<file path="src/rtl/rs_entry.sv">
// Single reservation-station slot: latches a dispatched instruction and wakes its operands from the CDB.
// Optional RS_CDB_BYPASS_EN forwards a live CDB match to ready and the operand values in the same cycle.
module rs_entry #(
  parameter int unsigned XLEN  = 32,
  parameter int unsigned TAG_W = 5,
  parameter int unsigned REG_W = 5,
  parameter int unsigned PAY_W = 64
) (
  input  logic             clock,
  input  logic             reset,
  input  logic             wr_en,
  input  logic             clear,
  input  logic [XLEN-1:0]  id_rs1_value,
  input  logic [XLEN-1:0]  id_rs2_value,
  input  logic [REG_W-1:0] id_dest_reg_idx,
  input  logic [PAY_W-1:0] id_payload,
  input  logic [TAG_W-1:0] mt_rs1_tag,
  input  logic [TAG_W-1:0] mt_rs2_tag,
  input  logic             mt_rs1_ready,
  input  logic             mt_rs2_ready,
  input  logic [TAG_W-1:0] rob_entry,
  input  logic [XLEN-1:0]  rob_rs1_value,
  input  logic [XLEN-1:0]  rob_rs2_value,
  input  logic [TAG_W-1:0] cdb_tag,
  input  logic [XLEN-1:0]  cdb_value,
  output logic [XLEN-1:0]  entry_rs1_value,
  output logic [XLEN-1:0]  entry_rs2_value,
  output logic [TAG_W-1:0] entry_rs1_tag,
  output logic [TAG_W-1:0] entry_rs2_tag,
  output logic [REG_W-1:0] entry_dest_reg_idx,
  output logic [TAG_W-1:0] entry_rob_tag,
  output logic [PAY_W-1:0] entry_payload,
  output logic             busy,
  output logic             ready
);

  logic             busy_q, busy_d;
  logic [XLEN-1:0]  rs1_value_q, rs1_value_d;
  logic [XLEN-1:0]  rs2_value_q, rs2_value_d;
  logic [TAG_W-1:0] rs1_tag_q, rs1_tag_d;
  logic [TAG_W-1:0] rs2_tag_q, rs2_tag_d;
  logic [REG_W-1:0] dest_q, dest_d;
  logic [TAG_W-1:0] rob_tag_q, rob_tag_d;
  logic [PAY_W-1:0] payload_q, payload_d;

  logic [XLEN-1:0]  disp_rs1_value, disp_rs2_value;
  logic [TAG_W-1:0] disp_rs1_tag, disp_rs2_tag;
  logic             cdb_valid, cdb_hit_rs1, cdb_hit_rs2;

  assign cdb_valid   = (cdb_tag != '0);
  // Stored tag 0 means resolved, so a hit also requires a live broadcast.
  assign cdb_hit_rs1 = cdb_valid && (cdb_tag == rs1_tag_q);
  assign cdb_hit_rs2 = cdb_valid && (cdb_tag == rs2_tag_q);

  // Dispatch-time operand resolution: regfile, ROB, same-cycle CDB, or wait on tag.
  always_comb begin
    disp_rs1_value = '0;
    disp_rs1_tag   = '0;
    if (mt_rs1_tag == '0) begin
      disp_rs1_value = id_rs1_value;
    end else if (mt_rs1_ready) begin
      disp_rs1_value = rob_rs1_value;
    end else if (cdb_tag == mt_rs1_tag) begin
      disp_rs1_value = cdb_value;
    end else begin
      disp_rs1_tag = mt_rs1_tag;
    end
  end

  always_comb begin
    disp_rs2_value = '0;
    disp_rs2_tag   = '0;
    if (mt_rs2_tag == '0) begin
      disp_rs2_value = id_rs2_value;
    end else if (mt_rs2_ready) begin
      disp_rs2_value = rob_rs2_value;
    end else if (cdb_tag == mt_rs2_tag) begin
      disp_rs2_value = cdb_value;
    end else begin
      disp_rs2_tag = mt_rs2_tag;
    end
  end

  always_comb begin
    busy_d      = busy_q;
    rs1_value_d = rs1_value_q;
    rs2_value_d = rs2_value_q;
    rs1_tag_d   = rs1_tag_q;
    rs2_tag_d   = rs2_tag_q;
    dest_d      = dest_q;
    rob_tag_d   = rob_tag_q;
    payload_d   = payload_q;
    if (wr_en) begin
      // A dispatch also wins over clear, allowing back-to-back reuse of the slot.
      busy_d      = 1'b1;
      rs1_value_d = disp_rs1_value;
      rs2_value_d = disp_rs2_value;
      rs1_tag_d   = disp_rs1_tag;
      rs2_tag_d   = disp_rs2_tag;
      dest_d      = id_dest_reg_idx;
      rob_tag_d   = rob_entry;
      payload_d   = id_payload;
    end else if (clear) begin
      busy_d    = 1'b0;
      rs1_tag_d = '0;
      rs2_tag_d = '0;
    end else if (busy_q) begin
      if (cdb_hit_rs1) begin
        rs1_value_d = cdb_value;
        rs1_tag_d   = '0;
      end
      if (cdb_hit_rs2) begin
        rs2_value_d = cdb_value;
        rs2_tag_d   = '0;
      end
    end
  end

  always_ff @(posedge clock) begin
    if (reset) begin
      busy_q      <= 1'b0;
      rs1_value_q <= '0;
      rs2_value_q <= '0;
      rs1_tag_q   <= '0;
      rs2_tag_q   <= '0;
      dest_q      <= '0;
      rob_tag_q   <= '0;
      payload_q   <= '0;
    end else begin
      busy_q      <= busy_d;
      rs1_value_q <= rs1_value_d;
      rs2_value_q <= rs2_value_d;
      rs1_tag_q   <= rs1_tag_d;
      rs2_tag_q   <= rs2_tag_d;
      dest_q      <= dest_d;
      rob_tag_q   <= rob_tag_d;
      payload_q   <= payload_d;
    end
  end

  assign entry_rs1_tag      = rs1_tag_q;
  assign entry_rs2_tag      = rs2_tag_q;
  assign entry_dest_reg_idx = dest_q;
  assign entry_rob_tag      = rob_tag_q;
  assign entry_payload      = payload_q;
  assign busy               = busy_q;

`ifdef RS_CDB_BYPASS_EN
  assign entry_rs1_value = cdb_hit_rs1 ? cdb_value : rs1_value_q;
  assign entry_rs2_value = cdb_hit_rs2 ? cdb_value : rs2_value_q;
  assign ready = busy_q && ((rs1_tag_q == '0) || cdb_hit_rs1)
                        && ((rs2_tag_q == '0) || cdb_hit_rs2);
`else
  assign entry_rs1_value = rs1_value_q;
  assign entry_rs2_value = rs2_value_q;
  assign ready = busy_q && (rs1_tag_q == '0) && (rs2_tag_q == '0);
`endif

endmodule

</file>
<file path="config.mk">
export PLATFORM = sky130hd
export DESIGN_NAME = rs_entry
export DESIGN_NICKNAME = d
export VERILOG_FILES = /design/src/rtl/rs_entry.sv
export SDC_FILE = /design/constraint.sdc
export NUM_CORES = 1
export LEC_CHECK = 0
export ABC_AREA = 1
export CAP_MARGIN = 0
export CORE_AREA = 2 2 157 159
export DETAILED_ROUTE_END_ITERATION = 16
export DIE_AREA = 0 0 159 161
export GPL_ROUTABILITY_DRIVEN = 1
export HOLD_SLACK_MARGIN = 0.03
export PLACE_DENSITY = 0.75
export SYNTH_ARGS = -nofsm -noshare
export SYNTH_HDL_FRONTEND = slang
export SYNTH_SLANG_ARGS = --single-unit
export TNS_END_PERCENT = 5
</file>
<file path="constraint.sdc">
create_clock -name clock -period 4.2 [get_ports clock]
set_input_delay 0.63 -clock clock [delete_from_list [all_inputs] [get_ports clock]]
set_output_delay 0.63 -clock clock [all_outputs]
set_load 0.02 [all_outputs]
</file>
== Word level (Yosys, flattened, before mapping) ==
Cells that the tools add are included.
Word-level totals
  register bits: 149
  output and inout port bits: 150
Operators by class
  equal/unequal tests: 5
  reductions and logical operators: 20
  mux-type cells: 30
Operators with widths (number)
  $mux W32: 14
  $mux W5: 14
  $eq A5 B5 Y1: 4
  $logic_not A5 Y1: 4
  $reduce_bool A3 Y1: 3
  $reduce_bool A2 Y1: 4
  $reduce_and A3 Y1: 2
  $reduce_bool A5 Y1: 1
  $logic_and A1 B1 Y1: 4
  $reduce_and A2 Y1: 2
  $mux W1: 2
  $ne A2 B2 Y1 const B: 1

== Depth between registers and ports, before layout ==
  depth in word-level cells: 6
  depth in mapped cells: 11
  depth with buffers taken out: 10

== Worst setup path after synthesis ==
Ideal clock, no wire load.
  path kind: register to output
  from: reg busy_q (netlist: busy)
  to: out ready
  arrival: 1.286 ns
  data required time: 3.570 ns
  buffers on the path: 0
  path slack: 2.284 ns
  cell stages (with the launch flop): 3
  path through: dfxtp_1 > nand4_1 > nor4_1
On the way
  longest elaborated chain between the ends: 2
Ends and longest elaborated chain
  start: declaration: RTL line 37  | logic busy_q, busy_d;
  start signal: assignment: RTL line 130  | busy_q <= busy_d;
  $logic_and A1 B1 Y1 (2 in series): RTL line 156  | assign ready = busy_q && (rs1_tag_q == '0) && (rs2_tag_q == '0);
  end: declaration: RTL line 34  | output logic ready
No other way between the ends.

== Worst setup path after layout ==
  from: in cdb_tag[3]
  to: reg rs2_value_q[13] (netlist: entry_rs2_value[13])
On the way
  longest elaborated chain between the ends: 5
Ends and longest elaborated chain
  start: declaration: RTL line 24  | input logic [TAG_W-1:0] cdb_tag,
  $eq A5 B5 Y1: RTL line 77  | end else if (cdb_tag == mt_rs2_tag) begin
  $mux W32: RTL line 77
  $mux W32: RTL line 75  | end else if (mt_rs2_ready) begin
  $mux W32: RTL line 73  | if (mt_rs2_tag == '0) begin
  $mux W32: RTL line 93  | if (wr_en) begin
  end signal: assignment: RTL line 132  | rs2_value_q <= rs2_value_d;
  end: declaration: RTL line 39  | logic [XLEN-1:0] rs2_value_q, rs2_value_d;
Parallel ways exist; a longest one is shown, timed or not.
A chain may end at the register's enable or synchronous reset.

==> run_results.csv <==
group,metric,value,unit
status,outcome,"completed",
floorplan,die_h,161,um
timing,rsz0062_at_grt,"no",
synth,synthCells,1520,
detailed_routing,wl_per_cell,17.5,um
grt,first_global_vias,10700,
floorplan,dieArea,0.0256,mm^2
timing,final-hold-violation-count,0,
setup_path,r2r-start,"entry_rs2_tag[2]",
synth,synth-seq-cells,149,
power_and_ir_drop,vdd_ir_drop_max,215,uV
clocking,cts_tree,"yes",
timing,drv_slew,0,
clocking,cts_buffer_depth,2,
grt,overflow,0,
timing,skew,0.0202,ns
setup_path,critPathLaunchType,"primary input",
synth,netlist.area_leader.share,33.6,%
detailed_routing,via_per_inst,5.10,
grt,grt_pass1_wl,59.1,mm
setup_path,startpoint,"cdb_tag[3]",
final_layout,fin_cells,2192,
floorplan,row_count,57,
floorplan,core_area,0.0240,mm^2
synth,synthTopCellsByArea,"dfxtp_1 (34%), nor2_1 (15%), nand2_1 (14%)",
final_layout,syn_to_final_growth,53.3,%
timing,fin_ws,1.26,ns
clocking,cts_setup_buffers,0,
flow_run,maxCapViolations,0,
clocking,h-tree-depth,4,
detailed_routing,drt_pass1_iterations,5,
worst_hold_path,hold_class,"reg2reg",
clocking,postCtsHoldBufs,0,
final_layout,layout-drive-gt1-share,3.97,%
setup_path,critPathRequiredTime,4.55,ns
setup_path,r2r_end,"entry_rs2_value[13]",
timing,setup_viol,0,
detailed_routing,ant_nets,0,
placed_design,post_dp_cell_area,0.0130,mm^2
timing,fin_crit_sh,70.0,%
placed_design,preCtsSetupSlack,0.916,ns
synth,yosys_warnings,0,
grt,antenna_found_initial,3,
timing,max_freq,340,MHz
placed_design,gp_congestion,0.939,
placed_design,post-dp-hpwl,26.7,mm
clocking,clkTransAtPathRegs,0.07,ns
detailed_routing,num_vias,11200,
power_and_ir_drop,leakage,6.10,nW
detailed_routing,drt_iter0_drc,948,
clocking,cts_made_buffers,17,
clocking,cts.sinks,149,
synth,synth_fp_nets,1775,
floorplan,io-pin-count,405,
setup_path,r2r_setup_slack,1.70,ns
floorplan,start_util,37.0,%
setup_path,critPathCaptureType,"register",
detailed_routing,drt-total-wl,38.3,mm
clocking,cts_root_buf,"clkbuf_16",
grt,grt_max_degree,85,
synth,synth_top_cell_by_area,"dfxtp_1",
timing,fin_crit,2.94,ns
final_layout,fin_nets,2107,
grt,grt_usage,28.9,%
synth,syn-mean-instance-area,5.84,um^2
synth,syn_area,0.00887,mm^2
placed_design,placed_cells_incl_taps,2157,
synth,synth.distinct_cells,21,
setup_path,critPathMaxFanout,32,
final_layout,post-route-cell-area,0.0136,mm^2
timing,max_slew.worst_pin.slew,1.01,ns
setup_path,reg2reg_depth,10,
floorplan,die_x,159,um
clocking,post_cts_resized,0,
setup_path,crit_end,"entry_rs2_value[13]",
timing,fin_setup_tns,0,ns
setup_path,arrival,3.29,ns
power_and_ir_drop,p_per_area,319,mW/mm^2
placed_design,portBuffers,404,
setup_path,path_class,"in2reg",
final_layout,final_cell_mix,"clkdlybuf4s50_1 (401), nor2_1 (351), nand2_1 (339)",
final_layout,layout_commonest_cell,"clkdlybuf4s50_1",
final_layout,utilization,56.8,%
clocking,insertion_delay,0.43,ns
timing,max-slew-margin-rel,32.5,%
detailed_routing,drc_errors,0,
synth,ys_seq_area_share,33.6,%
## registers in the layout, indices dropped and copies added, names as in the netlist
name                cells
entry_rs1_value        32
entry_rs1_tag           5
entry_rs2_value        32
entry_rs2_tag           5
entry_dest_reg_idx      5
entry_rob_tag           5
busy                    1
entry_payload          64
## cells in the mapped netlist
cell        n
o21ai_0   138
dfxtp_1   149
nor3_1      2
nand2_1   339
inv_1     180
buf_1       3
buf_4       7
inv_2       6
buf_2      27
nor4_1      1
nand3_1    69
a21oi_1    75
nand2_4     2
nor2_2      1
clkbuf_1   66
nor2_1    355
o21ai_4     2
xnor2_1     2
nand4_1    88
xor2_1      2
buf_6       6
## through the flow
stage / hold slack (ns) / total power, mW
after detailed placement: 0.481 / 2.79
after global placement: 0.474 / 2.78
after global routing: 0.520 / 4.53
after CTS: 0.505 / 4.36
after floorplan: 0.583 / 2.18
final: 0.501 / 4.34
## power by group
group / switching, mW / internal [mW] / leakage [nW]
sequential: 0.0592 / 1.52 / 1.24
clock: 0.754 / 0.819 / 0.294
combinational: 0.655 / 0.539 / 4.57
total: 1.47 / 2.87 / 6.10
## area by class of cell
class	count	area, um^2
Timing Repair Buffer	422	4180
Fill cell	2379	10400
Inverter	186	703
Clock buffer	18	439
Tap cell	324	405
Sequential cell	149	2980
Antenna cell	3	7.51
Clock inverter	14	153
Multi-Input combinational cell	1076	4730
## logic make-up after synthesis
family | after synthesis | synth area share, %
compound gates | 215 | 12.4
xor+xnor | 4 | 0.395
simple gates | 857 | 40.0
buf+inv | 295 | 13.7
flops | 149 | 33.6
## layer usage
layer / wire length [um] / up-vias / global-route usage (%)
li1: - / 5438 / -
met5: 0 / - / 0
met2: 18100 / 613 / 47.8
met1: 15300 / 5067 / 35.7
met3: 3950 / 59 / 8.32
met4: 932 / 0 / 10.9
## worst min-delay path by stage
| stage | cells after the start | slack (ns) | startpoint | end |
|---|---|---|---|---|
| CTS | 2 | 0.50 | entry_payload[12] | entry_payload[12] |
| global route | 2 | 0.52 | entry_payload[31] | entry_payload[31] |
| finish | 2 | 0.50 | entry_payload[50] | entry_payload[50] |
| global placement | 2 | 0.47 | entry_payload[46] | entry_payload[46] |
| detailed placement | 2 | 0.48 | entry_payload[5] | entry_payload[5] |
| floorplan | 2 | 0.58 | entry_rs2_tag[0] | entry_rs2_tag[0] |
## critical path: stages
cell and delay (ns):
clkdlybuf4s50_1 0.70, inv_2 0.08, nand2_1 0.07, nand2_1 0.05
nor2_1 0.11, nand2_1 0.10, o21ai_4 0.71, nand2_4 0.47
nand2_1 0.17, nand2_1 0.06, nor2_1 0.11
Power figures use the tool's default switching activity.
